### src/rtl/subtree_rr_scheduler_pkg.sv
// Shared types and helpers for the root-level subtree schedulers.
// Holds the FSM encoding, default sizing and a reference round-robin pick.
package subtree_sched_pkg;

    typedef enum logic [1:0] {
        ST_IDLE  = 2'd0,
        ST_GRANT = 2'd1,
        ST_GAP   = 2'd2
    } sched_state_e;

    localparam int DEF_NUM_REQ  = 5;
    localparam int DEF_MAX_HOLD = 16;
    localparam int PICK_MAX     = 16;

    // Scalar round-robin search over up to PICK_MAX requesters; returns {found, idx}.
    function automatic logic [4:0] rr_pick(input logic [PICK_MAX-1:0] req,
                                           input logic [3:0] ptr,
                                           input int num);
        logic       found;
        logic [3:0] idx;
        int         cand;
        found = 1'b0;
        idx   = 4'd0;
        for (int i = 0; i < PICK_MAX; i++) begin
            cand = int'(ptr) + i;
            if (cand >= num) begin
                cand = cand - num;
            end
            if ((i < num) && !found && req[cand[3:0]]) begin
                found = 1'b1;
                idx   = cand[3:0];
            end
        end
        return {found, idx};
    endfunction

endpackage

### src/rtl/subtree_rr_scheduler_rr_priority_pick.sv
// Combinational round-robin pick: rotate requests so ptr sits at bit 0,
// find the lowest set bit, then rotate the index back.
module rr_priority_pick
    import subtree_sched_pkg::*;
#(
    parameter int NUM_REQ = DEF_NUM_REQ,
    parameter int IDX_W   = $clog2(NUM_REQ)
) (
    input  logic [NUM_REQ-1:0] req_i,
    input  logic [IDX_W-1:0]   ptr_i,
    output logic               found_o,
    output logic [IDX_W-1:0]   idx_o
);

    localparam logic [IDX_W:0] NUM_L = NUM_REQ[IDX_W:0];

    logic [2*NUM_REQ-1:0] dbl;
    logic [2*NUM_REQ-1:0] shifted;
    logic [NUM_REQ-1:0]   rot;
    logic [IDX_W-1:0]     offset;
    logic [IDX_W:0]       sum;

    always_comb begin
        dbl     = {req_i, req_i};
        shifted = dbl >> ptr_i;
        rot     = shifted[NUM_REQ-1:0];
        found_o = |rot;
        offset  = '0;
        // Descending scan so the lowest set bit is the one left standing.
        for (int i = NUM_REQ - 1; i >= 0; i--) begin
            if (rot[i]) begin
                offset = IDX_W'(i);
            end
        end
        sum = {1'b0, ptr_i} + {1'b0, offset};
        if (sum >= NUM_L) begin
            sum = sum - NUM_L;
        end
        idx_o = sum[IDX_W-1:0];
    end

endmodule

### src/rtl/subtree_rr_scheduler.sv
// Round-robin owner of one shared resource among the sibling leaves of a root node.
// Grants hold while requested, capped at MAX_HOLD cycles, with one dead cycle between grants.
module subtree_rr_scheduler
    import subtree_sched_pkg::*;
#(
    parameter int NUM_REQ  = DEF_NUM_REQ,
    parameter int MAX_HOLD = DEF_MAX_HOLD,
    parameter int IDX_W    = $clog2(NUM_REQ)
) (
    input  logic               clk,
    input  logic               rst_n,
    input  logic               en_i,
    input  logic [NUM_REQ-1:0] req_i,
    output logic [NUM_REQ-1:0] grant_o,
    output logic               grant_valid_o,
    output logic [IDX_W-1:0]   grant_idx_o,
    output logic               timeout_o,
    output logic               busy_o
);

    localparam int               CNT_W    = $clog2(MAX_HOLD + 1);
    localparam logic [CNT_W-1:0] HOLD_MAX = CNT_W'(MAX_HOLD);
    localparam logic [IDX_W-1:0] LAST_IDX = IDX_W'(NUM_REQ - 1);

    sched_state_e       state_q,   state_d;
    logic [NUM_REQ-1:0] grant_q,   grant_d;
    logic               valid_q,   valid_d;
    logic [IDX_W-1:0]   idx_q,     idx_d;
    logic [IDX_W-1:0]   ptr_q,     ptr_d;
    logic [CNT_W-1:0]   hold_q,    hold_d;
    logic               timeout_q, timeout_d;

    logic             pick_found;
    logic [IDX_W-1:0] pick_idx;
    logic             rel_normal;
    logic             rel_forced;
    logic [IDX_W-1:0] ptr_next;

    rr_priority_pick #(
        .NUM_REQ (NUM_REQ),
        .IDX_W   (IDX_W)
    ) u_pick (
        .req_i   (req_i),
        .ptr_i   (ptr_q),
        .found_o (pick_found),
        .idx_o   (pick_idx)
    );

    always_ff @(posedge clk or negedge rst_n) begin
        if (!rst_n) begin
            state_q   <= ST_IDLE;
            grant_q   <= '0;
            valid_q   <= 1'b0;
            idx_q     <= '0;
            ptr_q     <= '0;
            hold_q    <= '0;
            timeout_q <= 1'b0;
        end else begin
            state_q   <= state_d;
            grant_q   <= grant_d;
            valid_q   <= valid_d;
            idx_q     <= idx_d;
            ptr_q     <= ptr_d;
            hold_q    <= hold_d;
            timeout_q <= timeout_d;
        end
    end

    always_comb begin
        rel_normal = !req_i[idx_q];
        rel_forced = (hold_q == HOLD_MAX);
        ptr_next   = (idx_q == LAST_IDX) ? '0 : idx_q + 1'b1;
    end

    always_comb begin
        state_d   = state_q;
        grant_d   = grant_q;
        valid_d   = valid_q;
        idx_d     = idx_q;
        ptr_d     = ptr_q;
        hold_d    = hold_q;
        timeout_d = 1'b0;
        case (state_q)
            ST_IDLE, ST_GAP: begin
                grant_d = '0;
                valid_d = 1'b0;
                hold_d  = '0;
                state_d = ST_IDLE;
                if (en_i && pick_found) begin
                    state_d           = ST_GRANT;
                    grant_d[pick_idx] = 1'b1;
                    valid_d           = 1'b1;
                    idx_d             = pick_idx;
                    hold_d            = CNT_W'(1);
                end
            end
            ST_GRANT: begin
                // A requester dropping on the cap cycle is a normal release, not a timeout.
                if (rel_normal || rel_forced) begin
                    state_d   = ST_GAP;
                    grant_d   = '0;
                    valid_d   = 1'b0;
                    ptr_d     = ptr_next;
                    timeout_d = !rel_normal;
                end else if (hold_q != HOLD_MAX) begin
                    hold_d = hold_q + 1'b1;
                end
            end
            default: begin
                state_d = ST_IDLE;
                grant_d = '0;
                valid_d = 1'b0;
            end
        endcase
    end

    always_comb begin
        grant_o       = grant_q;
        grant_valid_o = valid_q;
        grant_idx_o   = idx_q;
        timeout_o     = timeout_q;
        busy_o        = (state_q != ST_IDLE);
    end

endmodule
### config.mk
export PLATFORM = sky130hd
export DESIGN_NAME = subtree_rr_scheduler
export DESIGN_NICKNAME = d
export VERILOG_FILES = /design/src/rtl/subtree_rr_scheduler_pkg.sv /design/src/rtl/subtree_rr_scheduler_rr_priority_pick.sv /design/src/rtl/subtree_rr_scheduler.sv
export SDC_FILE = /design/constraint.sdc
export NUM_CORES = 1
export LEC_CHECK = 0
export ABC_AREA = 1
export BUFFER_PORTS_ARGS = -buffer_cell sky130_fd_sc_hd__buf_2
export CORE_UTILIZATION = 45
export DETAILED_ROUTE_END_ITERATION = 6
export MAX_ROUTING_LAYER = met4
export PLACE_DENSITY = 0.63
export SETUP_SLACK_MARGIN = 0.15
export SLEW_MARGIN = 10
export SYNTH_ARGS = -nofsm -noshare
export SYNTH_HDL_FRONTEND = slang
export SYNTH_SLANG_ARGS = --single-unit
### constraint.sdc
create_clock -name clk -period 4.4 [get_ports clk]
set_clock_uncertainty 0.15 [all_clocks]
set_input_delay 0.44 -clock clk [delete_from_list [all_inputs] [get_ports clk]]
set_output_delay 0.44 -clock clk [all_outputs]
set_load 0.01 [all_outputs]
# --- Word-level counts from Yosys, hierarchy flattened ---
# Index checks and enable logic that the tools add are counted.
word_totals:
  register_bits: 20
  elab_cells: 62
  input_bits: 8
classes:
  reduce_logical: 12
  n_mux: 26
  eq_ne: 8
  shifts: 1
  n_lt_le_gt_ge: 4
  addsub: 4
ops:
  columns: ["op", "n"]
  rows:
  - ["two-way mux 3 bit", 7]
  - ["two-way mux 5 bit", 4]
  - ["case mux 5 bit (2 select lines)", 2]
  - ["right shift 10 x 3 -> 5 bit", 1]
  - ["less-than comparator 3 x 4 -> 1 bit, second input constant", 2]
  - ["two-way mux 1 bit", 8]
  - ["!= test 2 bit, second input constant", 3]
  - ["adder 5 x 1 -> 5 bit, second input constant", 1]
  - ["equality test 5 bit, second input constant", 1]
  - ["!= test 5 bit, second input constant", 1]
  - ["OR reduction 5 bit", 1]
  - ["adder 3 x 3 -> 4 bit", 1]
  - [">= comparator 4 x 3 -> 1 bit, second input constant", 1]
  - ["case mux 2 bit (2 select lines)", 1]
  - ["AND reduction 2 bit", 2]
  - ["nonzero test 2 bit", 2]
  - ["adder 3 x 1 -> 3 bit, second input constant", 1]
  - ["binary-select mux 1 bit (select 3 bit)", 1]
  - ["demux 1 bit (select 3 bit)", 1]
  - ["equality test 3 bit, second input constant", 1]
  - [">= comparator 3 x 1 -> 1 bit, second input constant", 1]
  - ["AND reduction 3 bit", 1]
  - ["subtractor 3 bit, second input constant", 1]
  - ["equality test 2 x 1 -> 1 bit, second input constant", 1]
  - ["8 further kinds", 9]

# --- Depth between registers and ports, before layout ---
# Gate-level depths: netlist of the first run.
depth:
  depth_word: 15
  depth_mapped: 24
  depth_no_buf: 24

# --- Modules after synthesis ---
# A second synthesis of the first run with hierarchy kept.
unflattened:
  cells_unflattened: 212
  hier_area_um2: 1554.0
modules_own_cells:
  columns: ["mod", "cells_per_inst", "area_each_um2", "n_inst", "seq_area_each_um2"]
  rows:
  - ["subtree_rr_scheduler", 127, 1061.0, 1, 500.5]
  - ["rr_priority_pick", 85, 493.0, 1, 0.0]

# --- Worst setup path before layout of the first run ---
# No wires, ideal clock.
synth_timing:
  path_kind: "register -> register"
  from: "register ptr_q[1]"
  to: "register grant_q[1] (netlist: grant_o[1])"
  path_slack_ns: 1.349
  t_arrival_ns: 2.783
  required_ns: 4.132
  setup_time_ns: 0.118
  path_stages_with_launch: 19
  period_less_slack_ns: 3.051
  n_path_buf: 0
  path_cell_list: "dfrtp_1 inv_1 nand2_1 nand2_1 nand2_1 nand2_1 a31oi_1 nor2_1 ha_1 fa_1 inv_1 ha_1 nand2_1 nand3_1 nand2_2 xor2_2 nor2_1 nand4_1 nand2_1"
synth_between:
  elab_chain_cells: 15
  word_cells_on_any_way: 19
  classes_between: "add/sub (2); order compare (3); shift (1); mux (10); reduce/logical (3)"
synth_rtl:
  columns: ["item", "line", "text"]
  rows:
  - ["start, declared", "subtree_rr_scheduler.sv:29", "logic [IDX_W-1:0] ptr_q, ptr_d;"]
  - ["start signal, assigned", "subtree_rr_scheduler.sv:63", "ptr_q <= ptr_d;"]
  - ["right shift 10 x 3 -> 5 bit", "subtree_rr_scheduler_rr_priority_pick.sv:25", "shifted = dbl >> ptr_i;"]
  - ["two-way mux 3 bit (5 in a row)", "subtree_rr_scheduler_rr_priority_pick.sv:31", "if (rot[i]) begin"]
  - ["adder 3 x 3 -> 4 bit", "subtree_rr_scheduler_rr_priority_pick.sv:35", "sum = {1'b0, ptr_i} + {1'b0, offset};"]
  - [">= comparator 4 x 3 -> 1 bit / subtractor 3 bit (equally long branches)", "subtree_rr_scheduler_rr_priority_pick.sv:36, subtree_rr_scheduler_rr_priority_pick.sv:37", null]
  - ["two-way mux 3 bit", "subtree_rr_scheduler_rr_priority_pick.sv:36", "if (sum >= NUM_L) begin"]
  - ["less-than comparator 3 x 4 -> 1 bit (not written as such) / >= comparator 3 x 1 -> 1 bit (equally long branches)", "subtree_rr_scheduler.sv:91", "grant_d[pick_idx] = 1'b1;"]
  - ["logical AND 1 bit (not written as such)", "subtree_rr_scheduler.sv:91", null]
  - ["two-way mux 1 bit (not written as such)", "subtree_rr_scheduler.sv:91", null]
  - ["demux 1 bit (select 3 bit)", "subtree_rr_scheduler.sv:91", null]
  - ["two-way mux 5 bit (*)", "subtree_rr_scheduler.sv:89", "if (en_i && pick_found) begin"]
  - ["case mux 5 bit (2 select lines) (*)", "subtree_rr_scheduler.sv:83", "case (state_q)"]
  - ["end signal, assigned", "subtree_rr_scheduler.sv:60", "grant_q <= grant_d;"]
  - ["end, declared", "subtree_rr_scheduler.sv:26", "logic [NUM_REQ-1:0] grant_q, grant_d;"]
# Every way passes the cells marked *; elsewhere a longest branch is shown, timed or not.
# A chain may end at the register's enable or synchronous reset.

# --- Final worst setup path of the first run ---
layout_timing:
  from: "register ptr_q[0]"
  to: "register grant_q[2] (netlist: grant_o[2])"
# The elaborated chain is that of the path after synthesis.

==> out/qor.yml, run 1 <==
max_slew_margin_pct: 71.9
synthCells: 214
dr_total_vias: 1356
ys_seq_elements: 19
fin_nets: 256
fin_cells: 281
final_antenna_net_count: 0
h-tree-depth: 1
final_area_mm2: 0.00167
finalMaxSlewViolations: 0
placementRows: 20
drc_errors: 0
rsz0062_at_grt: "no"
cts_hold_buf: 1
tritoncts: "yes"
syn_area_mm2: 0.00149
wl_per_cell_um: 10.4
clkLatencyLatePin_ns: 0.30
grt_pass1_wl_um: 5160
regToRegSetupSlack_ns: 0.98
fp.dieW_um: 59.5
postPlaceCellArea_mm2: 0.00163
antenna_found_initial: 0
post_route_cells_drive_above_1_share_pct: 16.9
hpwl_um: 2330
ys_warn_count: 0
vias_per_cell: 4.83
synth_nets: 232
grt_pass1_vias: 1218
crit_path_start_kind: "register"
synthFlopType: "dfrtp_1"
ctsResizeCount: 0
cp.required_ns: 4.49
post-route-period-util_pct: 77.6
dieArea_mm2: 0.00353
cts.sinks: 19
numCtsBuffers: 3
critPathKind: "register to register"
start_util_pct: 47.9
fin_tns_setup_ns: 0
drt_wl_total_um: 2920
die_y_um: 59.5
synth-edff-count: 0
clockRootBuffer: "clkbuf_4"
syn_area_per_cell_um2: 6.94
diodes: 0
worst_slew_pin_slew_ns: 0.421
fin_crit_ns: 3.42
place_congestion: 0.873
finalHoldViolations: 0
drt-initial-drc-count: 81
fmax_mhz: 293
utilization_pct: 53.7
async_flop_share_pct: 100
critPathCaptureType: "register"
dp_cells: 276
arrival_ns: 3.50
overflow: 0
syn_to_final_growth_pct: 12.2
core_mm2: 0.00310
setup_violations: 0
synth.distinct_cells: 22
grt_max_degree: 20
drtPass1Iterations: 4
cp_max_fo: 7
hp-class: "input pin to register"
maxCapViolCount: 0
clk_pin_slew_ns: 0.11
track_usage_pct: 19.7
cts_buffer_depth: 2
status: "complete, no violations"
cts_setup_buffers: 0
yosysSeqAreaShare_pct: 32.0
portBuffers: 18
num_io_pins: 19
[routing by layer]
| layer | up-vias | share of wire, % | GRT usage, % |
|---|---|---|---|
| met2 | 31 | 43 | 30.2 |
| met3 | 2 | 4.6 | 4.15 |
| met1 | 591 | 52 | 26.8 |
| met4 | 0 | 0.31 | 3.74 |
| met5 | - | 0 | - |
| li1 | 732 | - | - |
[stage by stage]
stage | hold WS (ns) | setup slack, ns
floorplan | -0.00559 | 1.35
global placement | 0.264 | 1.00
detailed placement | 0.258 | 0.991
CTS | 0.273 | 0.962
global route | 0.279 | 0.618
finish | 0.282 | 0.984
[worst max-delay path: stages (launching register included)]
cell,delay [ns]
dfrtp_1,0.50
inv_2,0.12
nand2_1,0.11
nand2_1,0.06
nand2_1,0.05
nand2_1,0.05
nand2_1,0.05
nand2_1,0.11
a31oi_1,0.16
nor2_1,0.06
ha_1,0.20
fa_1,0.51
inv_1,0.08
ha_1,0.17
inv_1,0.05
nand2_1,0.04
nand3_1,0.15
nand2_2,0.13
nand2_1,0.08
nand2_1,0.07
inv_2,0.09
nand2_1,0.07
nor2_1,0.09
nand4_1,0.10
nand2_1,0.08
[layout by cell type, fill, tap and decap left out, types with 2 or more instances in the layout]
cell / netlist / layout
inv_1: 27 / 27
dfrtp_1: 19 / 19
buf_2: 0 / 18
xor2_1: 4 / 4
nand3_1: 32 / 32
o21ai_2: 3 / 3
nand2_2: 8 / 8
ha_1: 9 / 9
a21oi_1: 4 / 4
nand4_1: 4 / 4
inv_2: 2 / 2
o21ai_1: 2 / 2
o21ai_0: 4 / 4
nor2_4: 2 / 2
nand2_1: 73 / 73
clkbuf_4: 0 / 3
nor2_1: 14 / 14
[final cells by class]
class,instances,area [µm²]
Fill cell,335,1440
Multi-Input combinational cell,166,901
Sequential cell,19,475
Inverter,29,109
Timing Repair Buffer,19,100
Tap cell,44,55.1
Clock buffer,4,26.3
[cell families after synthesis]
logic type	Yosys count	share of synthesized area, %
DFF	19	32.0
adders and majority gates	10	8.93
and+or+nand+nor	137	42.7
buffers and inverters	29	7.33
xor gates and xnor gates	5	3.45
AOI/OAI and AO/OA	14	5.56
[path summary, 6_finish.rpt]
kind	startpoint	to	cells past startpoint
min in group asynchronous	rst_n	ptr_q[0]	2
max in group asynchronous	rst_n	hold_q[0]	2
hold reg to reg	grant_o[1]	grant_o[1]	2
hold / removal	en_i	grant_o[3]	3
setup / recovery	ptr_q[0]	grant_o[2]	24
setup reg to reg	ptr_q[0]	grant_o[2]	24
[cells in the mapped netlist (2+ instances only)]
cell / count / share of area [%]
a21oi_1: 4 / 1.3
dfrtp_1: 19 / 32
ha_1: 9 / 7.6
inv_1: 27 / 6.8
inv_2: 2 / 0.51
nand2_1: 73 / 18
nand2_2: 8 / 3.4
nand3_1: 32 / 11
nand4_1: 4 / 1.7
nor2_1: 14 / 3.5
nor2_4: 2 / 1.5
o21ai_0: 4 / 1.3
o21ai_1: 2 / 0.67
o21ai_2: 3 / 1.8
xor2_1: 4 / 2.4
[sequential cells by signal (all words and copies together), names as in the netlist]
signal         count
grant_idx_o        3
grant_o            5
grant_valid_o      1
hold_q             5
ptr_q              3
state_q            1
timeout_o          1
Power of run 1 is left out: the tool's default activity adds up to more than one toggle a clock period on the data nets, which glitch-free logic cannot reach.
==> run 2: changes to the inputs <==
==> constraint.sdc (replaced) <==
create_clock -name clk -period 3.6 [get_ports clk]
set_clock_uncertainty 0.15 [all_clocks]
set_input_delay 0.36 -clock clk [delete_from_list [all_inputs] [get_ports clk]]
set_output_delay 0.36 -clock clk [all_outputs]
set_load 0.01 [all_outputs]
==> out/qor.yml, run 2 (synthesized netlist as in run 1, its figures left out) <==
cpLargestDelayFamily: "simple AND/OR/NAND/NOR gates"
numCtsBuffers: 3
regToRegSetupSlack_ns: 0.28
cp_slowest_cell: "fa_1"
multi_input_area_um2: 990
fmax_mhz: 301
h-tree-depth: 1
drt-initial-drc-count: 90
fill_cells: 309
min_to: "grant_o[3]"
fin_nets: 260
grt_pass1_vias: 1168
ff_latch_area_um2: 478
setup_violations: 0
arrival_ns: 3.40
post-route-period-util_pct: 92.1
wl_per_cell_um: 10.9
drt_wl_total_um: 3120
diodes: 0
hpwl_um: 2370
place_congestion: 0.795
status: "complete, no violations"
crit_path_start_kind: "register"
final_cell_mix: "64 x nand2_1, 31 x nand3_1, 24 x inv_1"
grt_pass1_wl_um: 4990
placementRows: 20
clk_pin_slew_ns: 0.11
antenna_found_initial: 0
drtPass1Iterations: 4
worst_path_largest_cell_delay_ns: 0.57
overflow: 0
max_slew_margin_pct: 72.4
die_y_um: 59.5
critPathCaptureType: "register"
cp_max_fo: 6
num_io_pins: 19
dr_total_vias: 1406
cts_buffer_depth: 2
tritoncts: "yes"
track_usage_pct: 19.0
cp_num_buf_inv: 4
portBuffers: 18
grt_max_degree: 20
worst_slew_pin_slew_ns: 0.414
final_antenna_net_count: 0
cts.sinks: 19
critPathKind: "register to register"
clockRootBuffer: "clkbuf_4"
cp.required_ns: 3.68
hp-class: "input pin to register"
rr_startpoint: "ptr_q[0]"
finalMaxSlewViolations: 0
utilization_pct: 57.9
finalHoldViolations: 0
core_mm2: 0.00310
crit_chain: "buf_6, nand2_4, nand2_1, nand2_1, nand2_1, nand2_1, nand2_2, a31oi_1, nor2_1, ha_2, fa_1, inv_2, ha_4, inv_2, nand2_2, nand3_4, nand2_4, nand2_2, nand2_2, inv_2, nand2_2, nor2_1, nand4_1, nand2_1"
fp.dieW_um: 59.5
worstReg2RegEnd: "grant_o[2]"
fin_crit_ns: 3.32
fin_tns_setup_ns: 0
clkLatencyLatePin_ns: 0.30
whs_path_depth: 3
syn_to_final_growth_pct: 20.9
rsz0062_at_grt: "yes"
reg2reg_depth: 24
vias_per_cell: 4.93
final_common_cell: "nand2_1"
maxCapViolCount: 0
drc_errors: 0
post_route_cells_drive_above_1_share_pct: 27.0
worstHoldStart: "en_i"
dieArea_mm2: 0.00353
start_util_pct: 47.9
[run 2: cell count changes in the layout (fill, tap and decap cells not counted), sizes merged]
| cell | previous run | this run |
|---|---|---|
| clkbuf | 4 | 3 |
| clkinv | 0 | 1 |
| buf | 18 | 22 |
[run 2: per-stage QoR]
stage / hold WS (ns) / worst slack, ns / cell area [µm²] / cells
6_report: 0.216 / 0.283 / 1800 / 285
5_1_grt: 0.208 / 0.0677 / 1800 / 285
4_1_cts: 0.200 / 0.157 / 1670 / 281
3_5_place_dp: 0.172 / 0.153 / 1630 / 276
3_3_place_gp: 0.182 / 0.159 / 1630 / 276
2_1_floorplan: -0.0856 / 0.549 / 1490 / 214
[run 2: worst max-delay path by stage]
stage,start,endpoint,slack (ns),cells past startpoint
2_1_floorplan,ptr_q[1],grant_o[1],0.55,18
5_1_grt,ptr_q[0],grant_o[3],0.07,24
3_3_place_gp,ptr_q[1],grant_o[2],0.16,22
3_5_place_dp,ptr_q[1],grant_o[2],0.15,22
6_report,ptr_q[0],grant_o[2],0.28,24
4_1_cts,ptr_q[0],grant_o[2],0.16,24
[run 2: metal layers]
| metal | vias to the layer above | global-route usage, % | part of all wire, % |
|---|---|---|---|
| met3 | 2 | 3.93 | 3.0 |
| li1 | 747 | - | - |
| met4 | 0 | 3.06 | 0.39 |
| met5 | - | - | 0 |
| met1 | 633 | 27.0 | 50 |
| met2 | 24 | 28.4 | 47 |
[run 2: timing repair]
action,in CTS,in global routing
hold buffers,1,0
buffers inserted,0,4
endpoints found under the hold margin,19,0
gates resized for setup,1,27
endpoints found under the setup margin,4,8
pin swaps,0,13
[run 2: cell type report]
class	instances	area share (%)
clock buffer	3	1.25
clock inverter	1	0.279
inverter	29	6.20
multi-input combinational	166	55.1
sequential	19	26.6
tap	44	3.07
timing repair buffer	23	7.46
[run 2: worst register-to-register path, delay by kind of cell, from the launching register on]
kind | cells | cell delay, ns
and+or+nand+nor | 16 | 1.16
AOI/OAI and AO/OA | 1 | 0.18
buffers and inverters | 4 | 0.35
adders and majority gates | 3 | 0.93
DFF | 1 | 0.48
Power of run 2 is left out for the same reason.
==> run 3: changes to the inputs <==
--- a/config.mk
+++ b/config.mk
@@ -6,13 +6,13 @@
 export NUM_CORES = 1
 export LEC_CHECK = 0
 export ABC_AREA = 1
-export BUFFER_PORTS_ARGS = -buffer_cell sky130_fd_sc_hd__buf_2
 export CORE_UTILIZATION = 45
 export DETAILED_ROUTE_END_ITERATION = 6
+export DONT_BUFFER_PORTS = 1
 export MAX_ROUTING_LAYER = met4
-export PLACE_DENSITY = 0.63
+export PLACE_DENSITY = 0.58
 export SETUP_SLACK_MARGIN = 0.15
-export SLEW_MARGIN = 10
+export SLEW_MARGIN = 0
 export SYNTH_ARGS = -nofsm -noshare
 export SYNTH_HDL_FRONTEND = slang
 export SYNTH_SLANG_ARGS = --single-unit
==> out/qor.yml, run 3 (synthesized netlist as in run 1, its figures left out) <==
overflow: 0
use_met1_pct: 27.2
setup.worst_path.end: "grant_o[2]"
h-tree-depth: 1
critPathCaptureType: "register"
rr_startpoint: "ptr_q[0]"
finalMaxSlewViolations: 0
dr_total_vias: 1368
cpMostUsedCell: "nand2_1"
finalHoldViolations: 0
rsz0062_at_grt: "no"
cp_slowest_cell: "fa_1"
regToRegSetupSlack_ns: 0.29
worstReg2RegEnd: "grant_o[2]"
syn_to_final_growth_pct: 13.1
crit_chain: "buf_6, nand2_2, nand2_1, nand2_1, nand2_1, nand2_1, nand2_2, a31oi_2, nor2_1, ha_2, fa_1, inv_2, ha_2, nand2_1, nand3_2, nand3_1, nand2_2, inv_2, nand2_2, nor2_2, nand4_1, nand2_1"
fin_tns_setup_ns: 0
clk_pin_slew_ns: 0.11
cp.required_ns: 3.69
post-route-period-util_pct: 91.9
num_io_pins: 19
final_antenna_net_count: 0
fin_ws_ns: 0.291
grt_pass1_wl_um: 5330
place_congestion: 0.841
vias_per_cell: 5.10
use_met3_pct: 3.93
status: "complete, no violations"
drt_wl_total_um: 3270
utilization_pct: 54.1
tritoncts: "yes"
cts.sinks: 19
reg2reg_depth: 22
fin_nets: 243
antenna_found_initial: 0
dp_cells: 258
arrival_ns: 3.40
start_util_pct: 47.9
dieArea_mm2: 0.00353
fin_cells: 268
portBuffers: 0
max_slew_margin_pct: 42.4
placementRows: 20
numCtsBuffers: 3
worst_slew_pin_slew_ns: 0.861
clockRootBuffer: "clkbuf_4"
fp.dieW_um: 59.5
cp_num_buf_inv: 3
maxCapViolCount: 0
core_mm2: 0.00310
drc_errors: 0
grt_pass1_vias: 1265
grt_max_degree: 20
crit_path_start_kind: "register"
fmax_mhz: 302
drtPass1Iterations: 4
die_y_um: 59.5
wl_per_cell_um: 12.2
final_common_cell: "nand2_1"
post-place-ws_ns: 0.122
worst_path_largest_cell_delay_ns: 0.58
path_depth: 22
drt-initial-drc-count: 129
critPathKind: "register to register"
track_usage_pct: 20.8
fin_crit_ns: 3.31
final_cell_mix: "66 x nand2_1, 30 x nand3_1, 25 x inv_1"
hpwl_um: 2490
cp_max_fo: 6
post_route_cells_drive_above_1_share_pct: 20.5
diodes: 0
cpLargestDelayFamily: "simple AND/OR/NAND/NOR gates"
setup_violations: 0
cp-startpoint: "ptr_q[0]"
hp-class: "input pin to register"
cts_buffer_depth: 2
grt_busiest_layer: "met2"
grtUsageMet2_pct: 33.1
clkLatencyLatePin_ns: 0.30
[run 3: cell count changes in the layout (fill, tap and decap cells not counted), moves of 2 or more]
cell	previous run	this run
buf_2	18	0
ha_2	1	3
ha_4	2	0
nand2_1	64	66
nand3_2	0	2
xor2_2	0	2
[run 3: timing repair]
action                     CTS  global route
hold endpoints to repair    19             0
gates resized for setup      2            20
pin swaps                    0            12
setup endpoints to repair    5             8
hold buffers                 1             0
buffers inserted             0             5
cloned                       0             0
[run 3: worst min path at each step]
stage	from	end	slack, ns	cells past startpoint
floorplan	rst_n	grant_idx_o[0]	-0.09	0
global placement	rst_n	ptr_q[0]	-0.09	0
detailed placement	rst_n	ptr_q[0]	-0.09	0
CTS	en_i	grant_o[3]	0.05	2
global route	en_i	grant_o[3]	0.05	2
finish	en_i	grant_o[3]	0.06	2
[run 3: worst reg2reg max path, cell delays in order (launching register included)]
cell     delay (ns)
dfrtp_2        0.47
buf_6          0.14
nand2_2        0.05
nand2_1        0.05
nand2_1        0.05
nand2_1        0.05
nand2_1        0.08
nand2_2        0.07
a31oi_2        0.16
nor2_1         0.08
ha_2           0.20
fa_1           0.58
inv_2          0.06
ha_2           0.18
nand2_1        0.08
nand3_2        0.12
nand3_1        0.15
nand2_2        0.08
inv_2          0.10
nand2_2        0.08
nor2_2         0.10
nand4_1        0.10
nand2_1        0.08
[run 3: area by class of cell]
class	count	area, µm²
multi-input cells	166	957
repair buffers	6	51.3
inverters	29	111
flip-flops and latches	19	478
fillers	328	1420
clock buffers	4	26.3
well taps	44	55.1
[run 3: per-layer routing]
metal | wire [µm] | part of all wire, %
met1 | 1540 | 47
met2 | 1520 | 47
met3 | 184 | 5.6
met4 | 23 | 0.70
met5 | 0 | 0
[run 3: per-stage QoR]
| stage | hold slack (ns) | cell area (µm²) |
|---|---|---|
| final | 0.0579 | 1680 |
| after global routing | 0.0542 | 1680 |
| after CTS | 0.0459 | 1580 |
| after detailed placement | -0.0850 | 1540 |
| after global placement | -0.0852 | 1540 |
| after floorplan | -0.0856 | 1490 |
Power of run 3 is left out for the same reason.
